==> config.mk <==
export PLATFORM = sky130hd
export DESIGN_NAME = pico_event_port
export DESIGN_NICKNAME = d
export VERILOG_FILES = /design/src/rtl/pico_event_port.sv
export SDC_FILE = /design/constraint.sdc
export NUM_CORES = 1
export LEC_CHECK = 0
export ABC_AREA = 1
export BUFFER_PORTS_ARGS = -buffer_cell sky130_fd_sc_hd__buf_2
export CORE_MARGIN = 4
export CORE_UTILIZATION = 35
export CTS_CLUSTER_DIAMETER = 120
export DETAILED_ROUTE_END_ITERATION = 16
export GPL_TIMING_DRIVEN = 1
export PLACE_DENSITY_LB_ADDON = 0.08
export SKIP_LAST_GASP = 1
export SLEW_MARGIN = 0
export SYNTH_ARGS = -nofsm -noshare
export SYNTH_HDL_FRONTEND = slang
export SYNTH_SLANG_ARGS = --single-unit
export TNS_END_PERCENT = 30
==> constraint.sdc <==
create_clock -name clk -period 4.1 [get_ports clk]
set_input_delay 0 -clock clk [delete_from_list [all_inputs] [get_ports clk]]
set_output_delay 0 -clock clk [all_outputs]
set_load 0.05 [all_outputs]
==> src/rtl/pico_event_port.sv <==
// Event FIFO, status/data read mux, LED registers and interrupt handshake for the pacoblaze3 I/O port bus.
// Optional feature: define EVENT_DROP_COUNT_EN to add a saturating dropped-event counter at port 8'h02.
module pico_event_port #(
    parameter int         FIFO_DEPTH  = 4,
    parameter logic [7:0] DATA_PORT   = 8'h00,
    parameter logic [7:0] STATUS_PORT = 8'h01
) (
    input  logic       clk,
    input  logic       reset,
    input  logic       event_valid,
    input  logic [7:0] event_data,
    input  logic [7:0] port_id,
    input  logic       read_strobe,
    input  logic       write_strobe,
    input  logic [7:0] out_port,
    output logic [7:0] in_port,
    output logic       interrupt,
    input  logic       interrupt_ack,
    output logic [7:0] led,
    output logic       led0
);

    localparam int         PTR_W     = $clog2(FIFO_DEPTH);
    localparam logic [3:0] DEPTH_CNT = 4'(FIFO_DEPTH);

    typedef enum logic [1:0] {
        IDLE,
        ASSERT,
        WAIT_SVC
    } irq_state_t;

    logic [7:0]       mem [FIFO_DEPTH];
    logic [PTR_W-1:0] wr_ptr;
    logic [PTR_W-1:0] rd_ptr;
    logic [3:0]       count;
    logic             ovf;
    logic             unf;

    logic             empty;
    logic             full;
    logic             data_read;
    logic             push;
    logic             pop;
    logic             drop;
    logic             underflow;
    logic             status_write;
    logic [7:0]       rd_data;

    irq_state_t       state;
    irq_state_t       next_state;

    assign empty        = (count == 4'd0);
    assign full         = (count == DEPTH_CNT);
    assign data_read    = read_strobe && (port_id == DATA_PORT);
    assign pop          = data_read && !empty;
    // A pop frees the head slot in the same edge, so a full FIFO still accepts a push alongside it.
    assign push         = event_valid && (!full || pop);
    assign drop         = event_valid && !push;
    assign underflow    = data_read && empty;
    assign status_write = write_strobe && (port_id == STATUS_PORT);

    // NOTE: the event storage has no reset; count/pointers define validity, so stale words are never observed.
    always_ff @(posedge clk) begin
        if (push) begin
            mem[wr_ptr] <= event_data;
        end
    end

    // NOTE: sequential state uses non-blocking assignments so every register samples pre-edge values.
    always_ff @(posedge clk or posedge reset) begin
        if (reset) begin
            wr_ptr <= '0;
            rd_ptr <= '0;
            count  <= 4'd0;
        end else begin
            if (push) begin
                wr_ptr <= wr_ptr + 1'b1;
            end
            if (pop) begin
                rd_ptr <= rd_ptr + 1'b1;
            end
            case ({push, pop})
                2'b10:   count <= count + 4'd1;
                2'b01:   count <= count - 4'd1;
                default: count <= count;
            endcase
        end
    end

    // Sticky flags: a set event in the same cycle beats a write-1-to-clear.
    always_ff @(posedge clk or posedge reset) begin
        if (reset) begin
            ovf <= 1'b0;
            unf <= 1'b0;
        end else begin
            if (drop) begin
                ovf <= 1'b1;
            end else if (status_write && out_port[7]) begin
                ovf <= 1'b0;
            end
            if (underflow) begin
                unf <= 1'b1;
            end else if (status_write && out_port[6]) begin
                unf <= 1'b0;
            end
        end
    end

`ifdef EVENT_DROP_COUNT_EN
    localparam logic [7:0] DROP_PORT = 8'h02;

    logic [7:0] drop_cnt;

    always_ff @(posedge clk or posedge reset) begin
        if (reset) begin
            drop_cnt <= 8'h00;
        end else if (drop) begin
            if (write_strobe && (port_id == DROP_PORT)) begin
                drop_cnt <= 8'h01;
            end else if (drop_cnt != 8'hFF) begin
                drop_cnt <= drop_cnt + 8'h01;
            end
        end else if (write_strobe && (port_id == DROP_PORT)) begin
            drop_cnt <= 8'h00;
        end
    end
`endif

    // NOTE: every combinational output gets a default first so no path can infer a latch.
    always_comb begin
        rd_data = 8'h00;
        if (port_id == DATA_PORT) begin
            rd_data = empty ? 8'h00 : mem[rd_ptr];
        end else if (port_id == STATUS_PORT) begin
            rd_data = {ovf, unf, full, empty, count};
        end
`ifdef EVENT_DROP_COUNT_EN
        else if (port_id == DROP_PORT) begin
            rd_data = drop_cnt;
        end
`endif
    end

    always_ff @(posedge clk or posedge reset) begin
        if (reset) begin
            in_port <= 8'h00;
        end else begin
            in_port <= rd_data;
        end
    end

    // Output ports are one-hot decoded on port_id bits 7 and 6.
    always_ff @(posedge clk or posedge reset) begin
        if (reset) begin
            led  <= 8'h00;
            led0 <= 1'b0;
        end else begin
            if (write_strobe && port_id[7]) begin
                led <= out_port;
            end
            if (write_strobe && port_id[6]) begin
                led0 <= out_port[0];
            end
        end
    end

    always_ff @(posedge clk or posedge reset) begin
        if (reset) begin
            state     <= IDLE;
            interrupt <= 1'b0;
        end else begin
            state     <= next_state;
            interrupt <= (next_state == ASSERT);
        end
    end

    // The request holds until acked even if the FIFO drains meanwhile.
    always_comb begin
        next_state = state;
        case (state)
            IDLE: begin
                if (!empty) begin
                    next_state = ASSERT;
                end
            end
            ASSERT: begin
                if (interrupt_ack) begin
                    next_state = WAIT_SVC;
                end
            end
            WAIT_SVC: begin
                if (data_read) begin
                    next_state = IDLE;
                end
            end
            default: next_state = IDLE;
        endcase
    end

endmodule

==> results.md, run 1 <==
- The flow ran to the end, and the final reports show no timing, DRC or antenna violations.
- The critical path goes through nor2_1 -> nand2_1 -> nor2_1 -> inv_2 -> nand2_1 -> nor2_1 -> ha_1 -> nand2_1 -> inv_1 -> nor2_1 -> ha_1 -> a21oi_1 -> xor2_1 -> o21ai_0.
- The normalized max-slew margin is 45.7%.
- After clock tree synthesis, the clock-pin slew on the worst setup and hold paths is 0.07 ns.
- Dividing the final minimum period by the clock period gives 55.9%.
- Across the run, the number of max-cap violations was 0.
- Clock tree synthesis found a total of 62 sinks.
- The number of clock buffers added by TritonCTS is 9.
- The synthesized instance count is 239.
- Routability-driven placement finished with a final weighted congestion of 0.828.
- The post-route DRC violation count is 0.
- The effective utilization at floorplan is 36.2%.
- The pre-antenna-repair detailed-routing pass consisted of 4 iterations.
- The filler cell count in the final layout is 726.
- The critical path class is flip-flop to flip-flop.
- Cell internal power was estimated by the tool at 1.20 mW.
- The final worst setup slack is 1.81 ns.
- The die height is 94.9 µm.
- By instance count, the leading cell after synthesis is sky130_fd_sc_hd__nand2_1.
- The number of storage elements in the synthesis netlist is 62.
- The routed wirelength normalized by instance count is 13.3 µm.
- The commonest cells after synthesis are sky130_fd_sc_hd__nand2_1, sky130_fd_sc_hd__edfxtp_1, sky130_fd_sc_hd__dfrtp_1.
- Setup repair after global routing left no endpoint under its margin.
- Post-CTS repair changed the size of 0 cells.
- Summing the areas of all xor and xnor instances in the mapped netlist gives 1.33% of the synthesized area.
- The core utilization of the finished layout is 46.6%.
- In the final layout, the share of cells above drive strength 1 is 25.5%.
- The detail route stage leaves a number of antenna-violating nets equal to 0.
- The overall routing resource usage is 13.6%.
- Across all layers, the routed design uses 1916 vias.
- Summing the areas of all and, or, nand and nor instances in the mapped netlist gives 18.5% of the synthesized area.
- Pin placement for this block handled 48 I/O pins.
- The combinational cell fraction of total power is 23.4%.
- Synthesis produced a netlist with a net count of 276.
- The sequential power share is 48.6%.
- The H-tree was split into 3 levels.
- The portion of total power attributed to the clock network is 28.0%.
- The slowest cell on the critical path is sky130_fd_sc_hd__dfrtp_1.
- The number of distinct standard cells referenced by the synthesized netlist is 25.
- TritonCTS built the clock tree.
- The final total power is 1.77 mW.
- At the end of the flow, the number of nets in the layout was 354.
- For the worst setup path, the data required time is 4.36 ns.
- The average via count per standard cell is 4.56.
- The maximum root-to-sink buffer count is 2.
- The total power divided by cell area is 522 nW/µm².
- The total area inside the core boundary comes to 7290 µm².
- Yosys printed 0 warnings.
- After synthesis, the mean cell area works out to 11.1 µm².
- The worst setup path is captured at a flip-flop.
- The placed wire-length estimate after detailed placement is 3840 µm.
- The root buffer cell chosen for the clock tree is sky130_fd_sc_hd__clkbuf_8.
- The upper clock frequency limit is 0.437 GHz.
- In the post-synthesis netlist, the biggest area contributors are sky130_fd_sc_hd__edfxtp_1, sky130_fd_sc_hd__dfrtp_1, sky130_fd_sc_hd__nand2_1, sky130_fd_sc_hd__nand3_1, sky130_fd_sc_hd__ha_1.
- The area of combinational cells with multiple inputs is 827 µm².
- Of the total synthesized cell area, the portion taken by full adders, half adders and majority gates is 3.31%.
- The commonest register cell after synthesis is sky130_fd_sc_hd__edfxtp_1.
- STA classifies the critical path startpoint as a flip-flop.
- The longest individual stage delay on the worst path is 0.45 ns.
- The area of the mapped netlist is 2640 µm².
- At the pin with the least slew margin, the transition time is 0.812 ns.
- The DRC marker count from the first detailed-route iteration is 97.
- The number of antenna diodes in the final layout is 0.
- Of the total power, the share spent switching nets is 32.5%.
- The die covers 9000 µm².
- The sequential cells in the finished layout cover a total of 1710 µm².
- Wires add up to 5570 µm.
- The final max-slew violation count was 0.
- The first-pass GRT wire length is 8960 µm.
- The type of the tightest min-delay check is primary input to flip-flop.
- The number of enable flip-flop cells after synthesis is 32.
- The largest family of logic cells by synthesized area is simple AND/OR/NAND/NOR gates.
- The initial antenna violation count is 0.
- The largest clock skew in the final design is 0.00899 ns.
- Compared with the post-synthesis result, the final layout area differs by 28.5%.
- The post-route minimum period is 2.29 ns.
- VDD sags by at most 0.000198 V.
- After floorplanning, the core was divided into 31 placement rows.
- Of all nets on the critical path, the largest fanout is 8.
- For this design the static power due to leakage is 1.51 nW.
- Among the stages of the critical path, the cell type that occurs most often is sky130_fd_sc_hd__nor2_1.
- The via count of the first global-routing pass is 1788.
- For this run the aggregate overflow at the end of global routing stands at 0.
- Setup violations remaining at the end of the flow were counted as 0.
- The summed negative setup slack over all endpoints is 0 ns.
- sky130_fd_sc_hd__edfxtp_1 takes more of the synthesized area than any other cell.
- The share of the Yosys chip area taken by registers is 64.8%.
- Summed over all nets, the switching power comes to 0.577 mW.
- The maximum number of pins on one net before global-route repair is 31.
- The clock latency of the later-clocked register in the worst-skew pair is 0.34 ns.
- In the synthesized netlist the async set-or-reset flop fraction comes to 48.4%.
- During placement, the flow inserted port buffers numbering 47.
- Hold is met by 0.0849 ns.
- The total count of hold-check failures in the final report is 0.
- STA puts the critical path data arrival time at 2.55 ns.
- The portion of synthesized area spent on multiplexers is 2.98%.
- The top-area cell type share of the netlist area is 36.4%.
- The synthesized-area fraction occupied by ao, oa, aoi and oai cells is 5.21%.
- The worst slack after detailed placement is 1.82 ns.
- The floorplan die width is 94.9 µm.
## worst max-delay path, delay by kind of cell (launching register included)
| kind | cells | cell delay (ns) |
|---|---|---|
| xor gates and xnor gates | 1 | 0.16 |
| AOI/OAI and AO/OA | 2 | 0.18 |
| and+or+nand+nor | 7 | 0.87 |
| buffers and inverters | 2 | 0.15 |
| adders and majority gates | 2 | 0.40 |
| DFF | 1 | 0.45 |
## power by group through the flow
| stage | logic, mW | registers (mW) | clock network (mW) |
|---|---|---|---|
| 2_1_floorplan | 0.242 | 0.916 | 0 |
| 3_3_place_gp | 0.403 | 0.871 | 0 |
| 3_5_place_dp | 0.405 | 0.876 | 0 |
| 4_1_cts | 0.424 | 0.863 | 0.508 |
| 5_1_grt | 0.477 | 0.877 | 0.539 |
| 6_report | 0.415 | 0.862 | 0.496 |
## path summary, 6_finish.rpt
kind | endpoint | cells past startpoint | startpoint | slack, ns
worst max register to register | count[2] | 14 | count[0] | 1.81
worst min register to register | state[1] | 1 | state[1] | 0.45
worst max-delay path | count[2] | 14 | count[0] | 1.81
worst min-delay path | in_port[7] | 6 | port_id[3] | 0.08
max in group asynchronous | in_port[6] | 4 | reset | 3.52
min in group asynchronous | in_port[2] | 4 | reset | 0.29
## per-layer routing
| layer | routed length (µm) | track usage, % | up-vias |
|---|---|---|---|
| met1 | 2550 | 17.4 | 903 |
| li1 | - | - | 958 |
| met4 | 142 | 7.93 | 0 |
| met3 | 292 | 3.11 | 13 |
| met5 | 0 | 0 | - |
| met2 | 2590 | 21.3 | 42 |
## layout by cell type (no fill, tap or decap), types with 3 or more instances in the layout
| master | netlist | layout |
|---|---|---|
| sky130_fd_sc_hd__dlygate4sd3_1 | 0 | 23 |
| sky130_fd_sc_hd__clkinv_1 | 0 | 3 |
| sky130_fd_sc_hd__nand2_1 | 55 | 55 |
| sky130_fd_sc_hd__nand3_1 | 21 | 21 |
| sky130_fd_sc_hd__mux2_2 | 7 | 7 |
| sky130_fd_sc_hd__nor2_1 | 16 | 16 |
| sky130_fd_sc_hd__clkbuf_8 | 0 | 9 |
| sky130_fd_sc_hd__dfrtp_1 | 30 | 30 |
| sky130_fd_sc_hd__edfxtp_1 | 32 | 32 |
| sky130_fd_sc_hd__inv_1 | 20 | 20 |
| sky130_fd_sc_hd__buf_2 | 2 | 47 |
| sky130_fd_sc_hd__a21oi_1 | 4 | 4 |
| sky130_fd_sc_hd__ha_1 | 7 | 7 |
| sky130_fd_sc_hd__o21ai_0 | 15 | 15 |
| sky130_fd_sc_hd__o22ai_1 | 5 | 5 |
| sky130_fd_sc_hd__nor2_2 | 6 | 6 |
## timing repair
action | CTS | global route
buffers inserted | 0 | 0
hold buffers | 23 | 0
endpoints found under the hold margin | 78 | 0
endpoints found under the setup margin | 0 | 0
## layout make-up
type,count,area share (%)
clock buffers,9,3.65
repair buffers,71,13.9
well taps,99,3.65
flip-flops and latches,62,50.4
inverters,22,2.43
multi-input cells,151,24.4
clock inverters,6,1.58
## stage by stage
step                      instances  instance area [µm²]
after detailed placement        382                 2990
after floorplan                 239                 2640
after global placement          382                 2990
after CTS                       420                 3400
final                           420                 3400
after global routing            420                 3400
## registers in the layout, summed over array words and instances (netlist names)
register / cells
ovf: 1
state: 2
rd_ptr: 2
led: 8
led0: 1
interrupt: 1
wr_ptr: 2
count: 4
mem: 32
in_port: 8
unf: 1
## kinds of logic after synthesis
group	count (synthesis)
AO/OA/AOI/OAI	26
XOR/XNOR	4
adder cells (fa/ha/maj)	7
buffers and inverters	26
flip-flops	62
multiplexers	7
AND/OR/NAND/NOR	107
(Power assumes the default switching activity.)
==> run 2: changes to the inputs <==
==> constraint.sdc (replaced) <==
create_clock -name clk -period 1.9 [get_ports clk]
set_input_delay 0 -clock clk [delete_from_list [all_inputs] [get_ports clk]]
set_output_delay 0 -clock clk [all_outputs]
set_load 0.05 [all_outputs]
==> run 2 against run 1 <==
Net effect: clock skew is 0.0023 ns lower; worst setup slack worse by 1.8 ns; die area stayed put; flip-flop and latch count stayed put; largest cell class unchanged; final area is 6.9% higher; clock-buffer cell count is 3 higher; highest routed layer unchanged; non-clock buffer count is 19 higher; critical path depth is 1 lower; via count is 2.6% higher; global-route usage is 0.54 points higher; core utilization is 3.2 points higher; final cell count is 4.8% higher.
==> results.md, run 2 (same netlist as run 1, synthesis figures left out) <==
- The run finished with clean final reports.
- The tree is rooted in a sky130_fd_sc_hd__clkbuf_8.
- The number of cells on the worst hold path is 6 (unchanged).
- The longest individual stage delay on the worst path is 0.39 ns (-0.06 ns).
- The placed wire-length estimate after detailed placement is 3860 µm (+0.45%).
- The number of cells on the worst reg-to-reg path was 13 (-1).
- The required time at the worst-slack endpoint was 2.12 ns (-2.24 ns).
- The switching power as a share of total power is 32.5% (-0.034 points).
- The number of optimization iterations in the first detailed-route pass was 4 (unchanged).
- The switching power total is 1.36 mW (+140%).
- The number of antenna diodes came to 0 (unchanged).
- The maximum vdd drop came to 0.000490 V (+150%).
- The final setup violation count was 0 (unchanged).
- The normalized max-slew margin was 65.8% (+20 points).
- The max-capacitance violation count is 0 (unchanged).
- The worst hold margin is 0.0662 ns (-0.0188 ns).
- The area of combinational cells with multiple inputs is 901 µm² (+8.9%).
- The total count of hold-check failures in the final report was 0 (unchanged).
- The clock-pin slew of the registers on the worst-case setup and hold paths came to 0.07 ns (about the same).
- The maximum fanout along the worst path was 4 (-4).
- The number of buffers inserted during clock tree synthesis is 9 (unchanged).
- The routed wirelength normalized by instance count is 13.3 µm (about the same).
- The worst slack after detailed placement is -0.0507 ns (-1.87 ns).
- The post-route DRC violation count is 0 (unchanged).
- The combinational cell fraction of total power came to 28.9% (+5.5 points).
- The filler cell count in the final layout came to 694 (-4.4%).
- The final worst setup slack is 0.00209 ns (-1.81 ns).
- The slew at the pin closest to its max-slew limit is 0.513 ns (-0.299 ns).
- The share of post-route cells with drive strength above 1 was 34.3% (+8.8 points).
- The largest clock skew in the final design is 0.00670 ns (-0.00229 ns).
- The die area came to 9000 µm² (unchanged).
- Walking the worst path, the cells encountered are nor2_2 -> nand2_2 -> nor2_4 -> inv_2 -> nand2_2 -> nor2_4 -> ha_4 -> nor2_4 -> nor2_4 -> ha_2 -> a21oi_2 -> xor2_1 -> o21ai_1.
- The final wirelength is 5840 µm (+4.8%).
- The maximum number of pins on one net before global-route repair is 31 (unchanged).
- The slowest stage of the critical path is the sky130_fd_sc_hd__dfrtp_1 cell.
- The register with the most flip-flops in the final layout is mem.
- The arrival time reported for the critical path endpoint was 2.12 ns (-0.43 ns).
- The portion of total power attributed to the clock network is 27.3% (-0.7 points).
- The floorplan die width is 94.9 µm (unchanged).
- The number of primary I/O pins is 48 (unchanged).
- The initial antenna violation count is 0 (unchanged).
- The capturing element type of the critical path is a flip-flop.
- The maximum root-to-sink buffer count is 2 (unchanged).
- From synthesis to final layout, the design area changed by 37.4%.
- The effective utilization at floorplan is 36.2% (unchanged).
- The area of the placeable core is 7290 µm² (unchanged).
- The flip-flop count of the largest register, all copies and words added was 32 (unchanged).
- The critical path class is flip-flop to flip-flop.
- The via count of the first global-routing pass is 1949 (+9.0%).
- The upper clock frequency limit is 0.527 GHz (+21%).
- The DRC marker count from the first detailed-route iteration is 59 (-39%).
- The total power divided by cell area is 1150 nW/µm² (+120%).
- The number of H-tree levels is 3 (unchanged).
- The overall overflow remaining after global route is 0 (unchanged).
- The number of core rows was 31 (unchanged).
- The global placer's final weighted congestion is 0.721 (-13%).
- The first-pass GRT wire length was 9360 µm (+4.5%).
- The final max-slew violation count is 0 (unchanged).
- The overall routing resource usage was 14.2% (+0.54 points).
- Setup repair after global routing could not meet its margin everywhere.
- The via total after detailed routing is 1966 (+2.6%).
- The clock latency of the later-clocked register in the worst-skew pair is 0.34 ns (about the same).
- The antenna violation net count after detailed routing is 0 (unchanged).
- The average via count per standard cell is 4.47 (-2.1%).
- The post-route minimum period is 1.90 ns (-0.392 ns).
- The largest registers in the layout are mem: 32 flops, in_port: 8 flops, led: 8 flops.
- The library cells used most frequently in the layout, excluding fill and tap cells, are sky130_fd_sc_hd__nand2_1, sky130_fd_sc_hd__buf_2, sky130_fd_sc_hd__edfxtp_1.
- The storage element area came to 1710 µm² (about the same).
- The sequential power share is 43.8% (-4.8 points).
- The static power due to leakage is 1.62 nW (+7.2%).
- The internal portion of total power came to 2.82 mW (+140%).
- The number of input and output port buffers inserted is 47 (unchanged).
- The type of the tightest min-delay check is primary input to flip-flop.
- Leaving out fill and tap cells, the most frequent cell in the layout is sky130_fd_sc_hd__nand2_1.
- TritonCTS built the clock tree.
- The final period utilization is 99.9% (+44 points).
- The startpoint type of the worst setup path is a flip-flop.
- The final total power came to 4.17 mW (+140%).
- The number of sinks driven by the clock tree is 62 (unchanged).
- The cell occurring most often along the worst timing path is sky130_fd_sc_hd__nor2_4.
- The die height is 94.9 µm (unchanged).
- The number of nets in the final layout came to 373 (+5.4%).
- The core utilization of the finished layout was 49.8% (+3.2 points).
-- run 2: metrics by stage --
stage | TNS [ns] | instance area (µm²) | cells
after global routing | -0.270 | 3630 | 440
final | 0 | 3630 | 440
after global placement | 0 | 3120 | 397
after floorplan | -0.0448 | 2660 | 239
after detailed placement | -0.0507 | 3120 | 397
after CTS | 0 | 3570 | 438
-- run 2: worst paths after layout --
check                           start          to  slack (ns)
max reg2reg                  count[1]    count[2]       0.002
min                        port_id[3]  in_port[1]        0.07
max                          count[1]    count[2]       0.002
min reg2reg                  state[1]    state[1]        0.45
max in group asynchronous       reset    count[2]        1.32
min in group asynchronous       reset    state[0]        0.28
-- run 2: layer usage --
layer  wire, µm  vias to the layer above  global-route usage (%)
met2       2720                       45                    21.6
li1           -                     1000                       -
met3        266                        9                    3.67
met4        113                        0                    6.49
met5          0                        -                       0
met1       2740                      912                    19.0
-- run 2: power groups by stage --
stage	Sequential [mW]	Combinational, mW	Clock, mW
after floorplan	1.98	0.543	0
after global placement	1.84	1.08	0
after detailed placement	1.84	1.08	0
after CTS	1.82	1.15	1.17
after global routing	1.86	1.35	1.23
final	1.83	1.21	1.14
-- run 2: what timing repair did --
| item | 4_1_cts | 5_1_grt |
|---|---|---|
| hold buffers | 24 | 0 |
| setup buffers | 1 | 2 |
| pin swaps | 3 | 11 |
| hold endpoints to repair | 79 | 0 |
| setup endpoints to repair | 2 | 11 |
| resized for setup | 1 | 14 |
-- run 2: final cells by class --
type | count | share of cell area [%]
flip-flops and latches | 62 | 47.2
multi-input cells | 151 | 24.8
repair buffers | 90 | 17.0
clock buffers | 12 | 4.00
well taps | 99 | 3.41
inverters | 22 | 2.27
clock inverters | 4 | 1.31
-- run 2: critical path, delay by kind of cell, from the launching register on --
kind                     cells  cell delay (ns)
AND/OR/NAND/NOR              7             0.65
flip-flops                   1             0.39
adder cells (fa/ha/maj)      2             0.35
AO/OA/AOI/OAI                2             0.18
XOR/XNOR                     1             0.15
buffers and inverters        1             0.05
